==> src/rtl/bram_byte_rmw_ctrl.sv <==
`default_nettype none
// ============================================================================
// Module      : bram_byte_rmw_ctrl
// Description : Request-side controller for a read-first, word-write BRAM;
//               emulates byte enables with read-modify-write.
// Revision    : 1.0 - initial release
// ============================================================================
module bram_byte_rmw_ctrl #(
    parameter int ADDR_WIDTH = 9,
    parameter int DI_WIDTH   = 8,
    parameter int NB         = 2
) (
    input  logic                   clk,
    input  logic                   rst,
    input  logic                   req_valid,
    output logic                   req_ready,
    input  logic                   req_we,
    input  logic [NB-1:0]          req_be,
    input  logic [ADDR_WIDTH-1:0]  req_addr,
    input  logic [NB*DI_WIDTH-1:0] req_wdata,
    output logic                   rsp_valid,
    input  logic                   rsp_ready,
    output logic [NB*DI_WIDTH-1:0] rsp_data,
    output logic                   busy,
    output logic                   ram_en,
    output logic                   ram_we,
    output logic [ADDR_WIDTH-1:0]  ram_addr,
    output logic [NB*DI_WIDTH-1:0] ram_di,
    input  logic [NB*DI_WIDTH-1:0] ram_do
);

    localparam int W = NB * DI_WIDTH;

    typedef enum logic [2:0] {
        S_IDLE = 3'd0,
        S_RD   = 3'd1,
        S_CAP  = 3'd2,
        S_WR   = 3'd3,
        S_WCAP = 3'd4,
        S_RSP  = 3'd5
    } state_t;

    state_t                state_q, state_d;
    logic [ADDR_WIDTH-1:0] addr_q;
    logic [NB-1:0]         be_q;
    logic                  we_q;
    logic                  full_q;
    logic [W-1:0]          di_q;
    logic [W-1:0]          old_q;
    logic [W-1:0]          merged_w;

    // di_q holds the request write data until CAP overwrites it with the merge
    for (genvar i = 0; i < NB; i++) begin : g_lane
        assign merged_w[i*DI_WIDTH +: DI_WIDTH] = be_q[i] ? di_q[i*DI_WIDTH +: DI_WIDTH]
                                                          : ram_do[i*DI_WIDTH +: DI_WIDTH];
    end

    always_ff @(posedge clk or posedge rst) begin
        if (rst) begin
            state_q <= S_IDLE;
            addr_q  <= '0;
            be_q    <= '0;
            we_q    <= 1'b0;
            full_q  <= 1'b0;
            di_q    <= '0;
            old_q   <= '0;
        end else begin
            state_q <= state_d;
            if (state_q == S_IDLE && req_valid) begin
                addr_q <= req_addr;
                be_q   <= req_be;
                // a write with no strobes behaves exactly like a read
                we_q   <= req_we && (|req_be);
                full_q <= req_we && (&req_be);
                di_q   <= req_wdata;
            end
            if (state_q == S_CAP) begin
                old_q <= ram_do;
                di_q  <= merged_w;
            end
            if (state_q == S_WCAP) begin
                old_q <= ram_do;
            end
        end
    end

    always_comb begin
        state_d = state_q;
        case (state_q)
            S_IDLE: if (req_valid) state_d = (req_we && (&req_be)) ? S_WR : S_RD;
            S_RD:   state_d = S_CAP;
            S_CAP:  state_d = we_q ? S_WR : S_RSP;
            S_WR:   state_d = full_q ? S_WCAP : S_RSP;
            S_WCAP: state_d = S_RSP;
            S_RSP:  if (rsp_ready) state_d = S_IDLE;
            default: state_d = S_IDLE;
        endcase
    end

    assign req_ready = (state_q == S_IDLE);
    assign busy      = (state_q != S_IDLE);
    assign rsp_valid = (state_q == S_RSP);
    assign rsp_data  = old_q;
    assign ram_en    = (state_q == S_RD) || (state_q == S_WR);
    assign ram_we    = (state_q == S_WR);
    assign ram_addr  = addr_q;
    assign ram_di    = di_q;

endmodule
`default_nettype wire

==> config.mk <==
export PLATFORM = sky130hd
export DESIGN_NAME = bram_byte_rmw_ctrl
export DESIGN_NICKNAME = d
export VERILOG_FILES = /design/src/rtl/bram_byte_rmw_ctrl.sv
export SDC_FILE = /design/constraint.sdc
export NUM_CORES = 1
export LEC_CHECK = 0
export BUFFER_PORTS_ARGS = -buffer_cell sky130_fd_sc_hd__buf_4
export CORE_MARGIN = 2
export CORE_UTILIZATION = 48
export CTS_BUF_LIST = sky130_fd_sc_hd__clkbuf_4 sky130_fd_sc_hd__clkbuf_8
export CTS_CLUSTER_SIZE = 25
export DETAILED_ROUTE_END_ITERATION = 8
export PLACE_DENSITY = 0.82
export SKIP_LAST_GASP = 1
export SYNTH_ARGS = -nofsm -noshare
export SYNTH_HDL_FRONTEND = slang
export SYNTH_SLANG_ARGS = --single-unit
==> constraint.sdc <==
create_clock -name clk -period 1.8 [get_ports clk]
set_input_delay 0.09 -clock clk [delete_from_list [all_inputs] [get_ports clk]]
set_output_delay 0.09 -clock clk [all_outputs]
set_load 0.03 [all_outputs]
; ---- Word-level counts from Yosys, hierarchy flattened
; Index checks and enable logic that the tools add are counted.
[word_totals]
out_inout_bits = 46
word_cells = 42
reg_bits = 48
[op_classes]
n_reduce_logical = 13
n_mux = 12
n_eq_ne = 9
[ops]
columns = operator, count
row1 = $mux 16, 4
row2 = $pmux 3 s6, 1
row3 = $mux 8, 2
row4 = $mux 3, 3
row5 = $reduce_and 2->1, 4
row6 = $eq 3x2->1 const B, 2
row7 = $eq 3x3->1 const B, 2
row8 = $ne 2x2->1 const B, 3
row9 = $reduce_bool 2->1, 2
row10 = $eq 3x1->1 const B, 1
row11 = $logic_and 1x1->1, 3
row12 = $logic_not 3->1, 1
row13 = $reduce_bool 3->1, 1
row14 = $mux 2, 1
row15 = $ne 2x1->1 const B, 1
row16 = $reduce_or 2->1, 1
row17 = $logic_or 1x1->1, 1
row18 = $mux 1, 1

; ---- Depth between registers and ports, before layout
; Gate-level depths: netlist of the first run.
[logic_depth]
word_depth = 5
ltp_mapped = 5

; ---- Least setup slack after synthesis of the first run
; No wires, ideal clock.
[synth_path]
kind = register to output
startpoint = register state_q[1]
endpoint = output busy
path_buffers = 1
stages_incl_launch_ff = 4
required_ns = 1.710
path_slack_ns = 0.024
arrival_ns = 1.686
cell_sequence = dfrtp_1 > clkbuf_1 > nor3_1 > inv_1
[synth_between]
elab_chain_len = 1
[synth_rtl]
columns = element, line_no
row1 = "start, declared", 43  ; state_t state_q, state_d;
row2 = "start signal, assigned", 68  ; state_q <= state_d;
row3 = $reduce_bool 3->1, 101  ; assign busy = (state_q != S_IDLE);
row4 = "end, declared", 24  ; output logic busy,
; Every way passes these cells.

; ---- Worst setup path after layout of the first run
[layout_path]
startpoint = register state_q[2]
endpoint = register di_q[3] (netlist: ram_di[3])
[layout_between]
elab_chain_len = 4
elab_cells_between_ends = 7
[layout_rtl]
columns = element, line_no
row1 = $logic_not 3->1, 69  ; if (state_q == S_IDLE && req_valid) begin
row2 = $logic_and 1x1->1, 69
row3 = $reduce_bool 2->1 (no line), --
row4 = $reduce_and 2->1 (no line), --
row5 = "end signal, assigned", 75  ; di_q <= req_wdata;
row6 = "end signal, assigned", 79  ; di_q <= merged_w;
row7 = "end, declared", 48  ; logic [W-1:0] di_q;
; Several ways; a longest one is shown, not always the timed one.
; A chain may end at the register's enable or synchronous reset.

==> results of run 1 <==
## path summary, 6_finish.rpt
| check | start | end | slack, ps |
|---|---|---|---|
| max in group asynchronous | rst | rsp_data[3] | 910 |
| min in group asynchronous | rst | ram_addr[1] | 380 |
| setup reg to reg | state_q[2] | ram_di[3] | 150 |
| hold reg to reg | we_q | we_q | 490 |
| setup / recovery | state_q[2] | ram_di[3] | 150 |
| hold / removal | req_addr[5] | ram_addr[5] | 20 |
## worst max-delay path, delay by kind of cell, from the launching register on
kind | cells | cell delay (ps)
simple gates | 1 | 700
flops | 1 | 390
compound gates | 2 | 260
buf+inv | 1 | 170
## state kept, by name, indices dropped and copies added (netlist names)
name and count:
state_q 3, be_q 2, ram_addr 9, rsp_data 16
we_q 1, ram_di 16, full_q 1
## repair_timing
item                                    in CTS  in global routing
hold buffers                                 1                  0
hold endpoints to repair                    23                  0
endpoints found under the setup margin       0                  0
setup buffers                                0                  0
## cell type report
cell class	count	area (um2)	share of cell area, %
clock buffers	6	76.32	2.562
clock inverters	2	35.03	1.176
inverters	19	71.32	2.394
multi-input cells	92	719.4	24.15
flip-flops and latches	48	1201	40.32
well taps	50	62.56	2.100
repair buffers	103	813.3	27.30
## report_power, final
group	switching, W	internal, W	leakage, nW
Combinational	0.00195	0.00155	0.887
Clock	0.000346	0.000427	0.0586
Sequential	0.000310	0.00163	0.557
## per-layer routing
| metal | share of wire (%) | routed length, um | GRT usage (%) | vias to the layer above |
|---|---|---|---|---|
| li1 | - | - | - | 782 |
| met1 | 40 | 1969 | 27.29 | 814 |
| met2 | 52 | 2560 | 36.00 | 68 |
| met3 | 7.1 | 347 | 6.250 | 4 |
| met4 | 0.63 | 31 | 7.190 | 0 |
| met5 | 0 | 0 | 0 | - |
## cell usage after synthesis
library cell and instances:
dfrtp_1 48, a21oi_1 19, inv_1 19, mux2_2 18, o22ai_1 16, mux2_4 10, clkbuf_1 5, nor2_1 5
nand2_1 4, buf_2 3, nor2b_1 3, o21ai_0 3, or4b_1 3, nand2b_1 2, a41oi_1 1, and2_1 1
buf_4 1, buf_6 1, nand3_1 1, nor2_2 1, nor3_1 1, o211ai_1 1, o21ai_1 1, o2bb2ai_1 1
xnor2_1 1
## metrics by stage
stage	area (um2)	power [W]	utilization, %
6_report	2979	0.006224	73.42
5_1_grt	2979	0.006573	73.42
4_1_cts	2979	0.006273	73.42
3_5_place_dp	2858	0.005482	70.43
3_3_place_gp	2858	0.005375	70.43
2_1_floorplan	2044	0.004160	-
## cell families (layout without fill, tap and decap cells)
logic type | after synthesis | in the layout | share of synthesized area [%]
xor gates and xnor gates | 1 | 1 | 0.4285
DFF | 48 | 48 | 58.75
buffers and inverters | 29 | 130 | 6.059
and+or+nand+nor | 21 | 21 | 5.753
AOI/OAI and AO/OA | 42 | 42 | 11.75
muxes | 28 | 28 | 17.26
==> flow_summary.toml, run 1 <==
[critical_path]
crit_path_start_kind = "flip-flop"
worstPathRequired_ps = 1960
cp-end-kind = "flip-flop"
crit_type = "flip-flop to flip-flop"
crit_path_max_fanout = 10
r2r_cells = 4
cp_cell_sequence = "buf_4 -> or4b_1 -> o22ai_1 -> a21oi_1"
slowest_delay_ps = 700
slowest_stage = "or4b_1"
arrival_ps = 1810

[synth]
synth_top_cell_area_share_pct = 58.75
synthesis.area_mm2 = 0.002044
syn_inst = 169
yosys.area.top_type = "dfrtp_1"
ys_types = 25
ys_warn_count = 0
ys_seq_elements = 48
yosys-top-cells-area = "dfrtp_1 59%, mux2_2 9.9%, mux2_4 7.3%, o22ai_1 4.9%, a21oi_1 4.7%"
yosysSeqAreaShare_pct = 58.75
postSynthAreaPerCell_um2 = 12.10
synth_nets = 217

[sta]
finalHoldViolCount = 0
finalMaxSlewViolations = 0
slew_headroom_pct = 55.49
rsz0062_at_grt = "false"
worst_pin_slew_ps = 664.7
max_freq_mhz = 604.4
fin_setup_tns_ps = 0
fin_skew_ps = 3.045
period_minus_slack_ps = 1655
post-route-period-util_pct = 91.93
setup_ws_ps = 145.3
timing.hold.ws_ps = 16.70
finalSetupViolCount = 0

[route]
wl_mm = 4.909
post-route-drc-count = 0
first_pass_iters = 4
drtAntennaViolNets = 0
avgViaCountPerCell = 5.213
drt_iter0_markers = 141
vias = 1668
wl_per_cell_um = 15.34

[cells_and_area]
drive_above_1_share_pct = 51.85
finalNetCount = 317
instances_no_fill = 320
layout_commonest_cell = "buf_4"
area_delta_synth_final_pct = 45.72
fillers = 287
diodes = 0
layout_common_cells = "99 x buf_4, 48 x dfrtp_1, 19 x a21oi_1"

[placed_design]
dp_hpwl_mm = 3.633
dpl_worst_slack_ps = 158.0
gp_congestion = 0.7441
portBuffers = 93
dp_cells = 311

[power]
peakVddDrop_mv = 1.019
p_per_area_mw_per_mm2 = 2089
p_leak_nw = 1.502

[clocking]
clk_root_buffer_cell = "clkbuf_8"
cts_tree = "yes"
clkSinkCount = 48
clk_latency_ps = 300
htreeDepth = 2
ctsResizeCount = 0
cts_buffer_depth = 2
cts_made_buffers = 5
clk_pin_slew_ps = 80

[worst_hold_path]
hp-class = "input pin to flip-flop"
min_delay_path_depth = 2

[global_route]
antenna_found_initial = 0
grt_pass1_wl_mm = 8.293
grt_max_degree = 26
grt_overflow_total = 0
grt_pass1_vias = 1712
grtUsageTotal_pct = 21.68

[flow_run]
drv_cap = 0

[floorplanning]
die_y_um = 69.27
core_mm2 = 0.004058
die_area_mm2 = 0.004798
initial_core_util_pct = 50.39
ioPinCount = 94
num_rows = 23
die_w_um = 69.27

[run_status]
status = "finished, final reports clean"
Note: power is estimated with default switching activity, not from simulation.
==> inputs of run 2 (changes only) <==
- CORE_UTILIZATION: 48 -> 50
- PLACE_DENSITY: 0.82 -> 0.85
- clock period: 1.8 -> 2.2 ns (I/O delays scaled with it)
==> flow_summary.toml, run 2 (synthesis gave the netlist of run 1 again) <==
[run_status]
status = "finished, final reports clean"

[floorplanning]
core_mm2 = 0.003971
die_area_mm2 = 0.004617
num_rows = 23
initial_core_util_pct = 51.48
ioPinCount = 94
die_w_um = 67.95
die_y_um = 67.95

[flow_run]
drv_cap = 0

[placed_design]
dp_cells = 308
portBuffers = 93
gp_congestion = 0.7846
dp_hpwl_mm = 3.447

[critical_path]
arrival_ps = 1930
r2r_cells = 3
crit_start = "state_q[2]"
crit_type = "flip-flop to flip-flop"
worstPathRequired_ps = 2380
cp-end-kind = "flip-flop"
rr_startpoint = "state_q[2]"
r2r_slack_ps = 450
crit_path_max_fanout = 13
crit_path_start_kind = "flip-flop"

[sta]
fin_skew_ps = 7.798
period_minus_slack_ps = 1748
worst_pin_slew_ps = 647.7
post-route-period-util_pct = 79.46
rsz0062_at_grt = "false"
finalSetupViolCount = 0
max_freq_mhz = 572.0
slew_headroom_pct = 56.63
fin_setup_tns_ps = 0
finalHoldViolCount = 0
finalMaxSlewViolations = 0

[clocking]
clkSinkCount = 48
clk_latency_ps = 300
clk_root_buffer_cell = "clkbuf_8"
cts_made_buffers = 5
cts_buffer_depth = 2
ctsResizeCount = 0
clk_pin_slew_ps = 80
postCtsSetupBuffers = 0
htreeDepth = 2
cts_tree = "yes"

[cells_and_area]
drive_above_1_share_pct = 51.13
layout_commonest_cell = "buf_4"
instances_no_fill = 316
fillers = 285
finalNetCount = 314
area_delta_synth_final_pct = 41.92
diodes = 0
layout_common_cells = "98 x buf_4, 48 x dfrtp_1, 19 x a21oi_1"

[global_route]
grtUsageTotal_pct = 20.92
grt_pass1_vias = 1582
grt_max_degree = 49
gr-usage-met3_pct = 4.605
busiest_layer = "met2"
met2_usage_pct = 36.17
met1_usage_pct = 25.27
grt_pass1_wl_mm = 7.107
antenna_found_initial = 0
grt_overflow_total = 0

[power]
p_int_w = 0.002764
p_leak_nw = 1.464
p_per_area_mw_per_mm2 = 1673
p_switching_w = 0.002091
peakVddDrop_mv = 0.8900
combPwrFrac_pct = 56.6
power.clock.fraction_pct = 10.4
p_sw_share_pct = 43.06
pwr-share-seq_pct = 33.0

[route]
avgViaCountPerCell = 5.228
wl_mm = 4.733
vias = 1652
post-route-drc-count = 0
first_pass_iters = 4
wl_per_cell_um = 14.98
drt_iter0_markers = 75
drtAntennaViolNets = 0

[worst_hold_path]
min_delay_path_depth = 2
hp-start = "req_addr[5]"
hp-class = "input pin to flip-flop"
[run 2: per-layer routing]
layer	share of wire, %	vias to the layer above	wire [um]
li1	-	779	-
met1	40	794	1903
met2	51	72	2396
met3	7.8	7	369
met4	1.4	0	65
met5	0	-	0
[run 2: critical path: stages, from the launching register on]
cell	delay, ps
dfrtp_1	500
or4b_1	590
buf_4	230
mux2_4	310
[run 2: metrics by stage]
| stage | total power, W | area [um2] | hold slack [ps] | util [%] | worst slack (ps) |
|---|---|---|---|---|---|
| floorplan | 0.003403 | 2044 | 257.1 | - | 404.2 |
| global placement | 0.004303 | 2810 | 173.7 | 70.76 | 529.5 |
| global route | 0.005126 | 2902 | 19.76 | 73.06 | 398.3 |
| finish | 0.004855 | 2902 | 31.37 | 73.06 | 451.9 |
| CTS | 0.004891 | 2902 | 27.32 | 73.06 | 441.9 |
| detailed placement | 0.004385 | 2810 | 175.5 | 70.76 | 464.8 |
[run 2: final cells by class]
cell class              count  area [um2]  area share (%)
clock inverters             1       5.005          0.1725
well taps                  50       62.56           2.156
multi-input cells          92       719.4           24.80
inverters                  19       71.32           2.458
clock buffers               6       76.32           2.630
flip-flops and latches     48        1201           41.40
repair buffers            100       765.7           26.39
[run 2: worst paths after layout]
| kind | end |
|---|---|
| min in group asynchronous | ram_addr[6] |
| hold / removal | ram_addr[5] |
| setup reg to reg | be_q[0] |
| hold reg to reg | full_q |
| max in group asynchronous | rsp_data[15] |
| setup / recovery | be_q[0] |
[run 2: power by group through the flow]
stage	combinational (W)	sequential, W	clock, W
detailed placement	0.00277	0.00162	0
global route	0.00292	0.00165	0.000551
global placement	0.00270	0.00160	0
floorplan	0.00108	0.00233	0
finish	0.00275	0.00160	0.000504
CTS	0.00277	0.00160	0.000514
[run 2: what timing repair did]
action	in CTS	in global routing
endpoints found under the hold margin	48	0
hold buffers	1	0
setup endpoints to repair	0	0
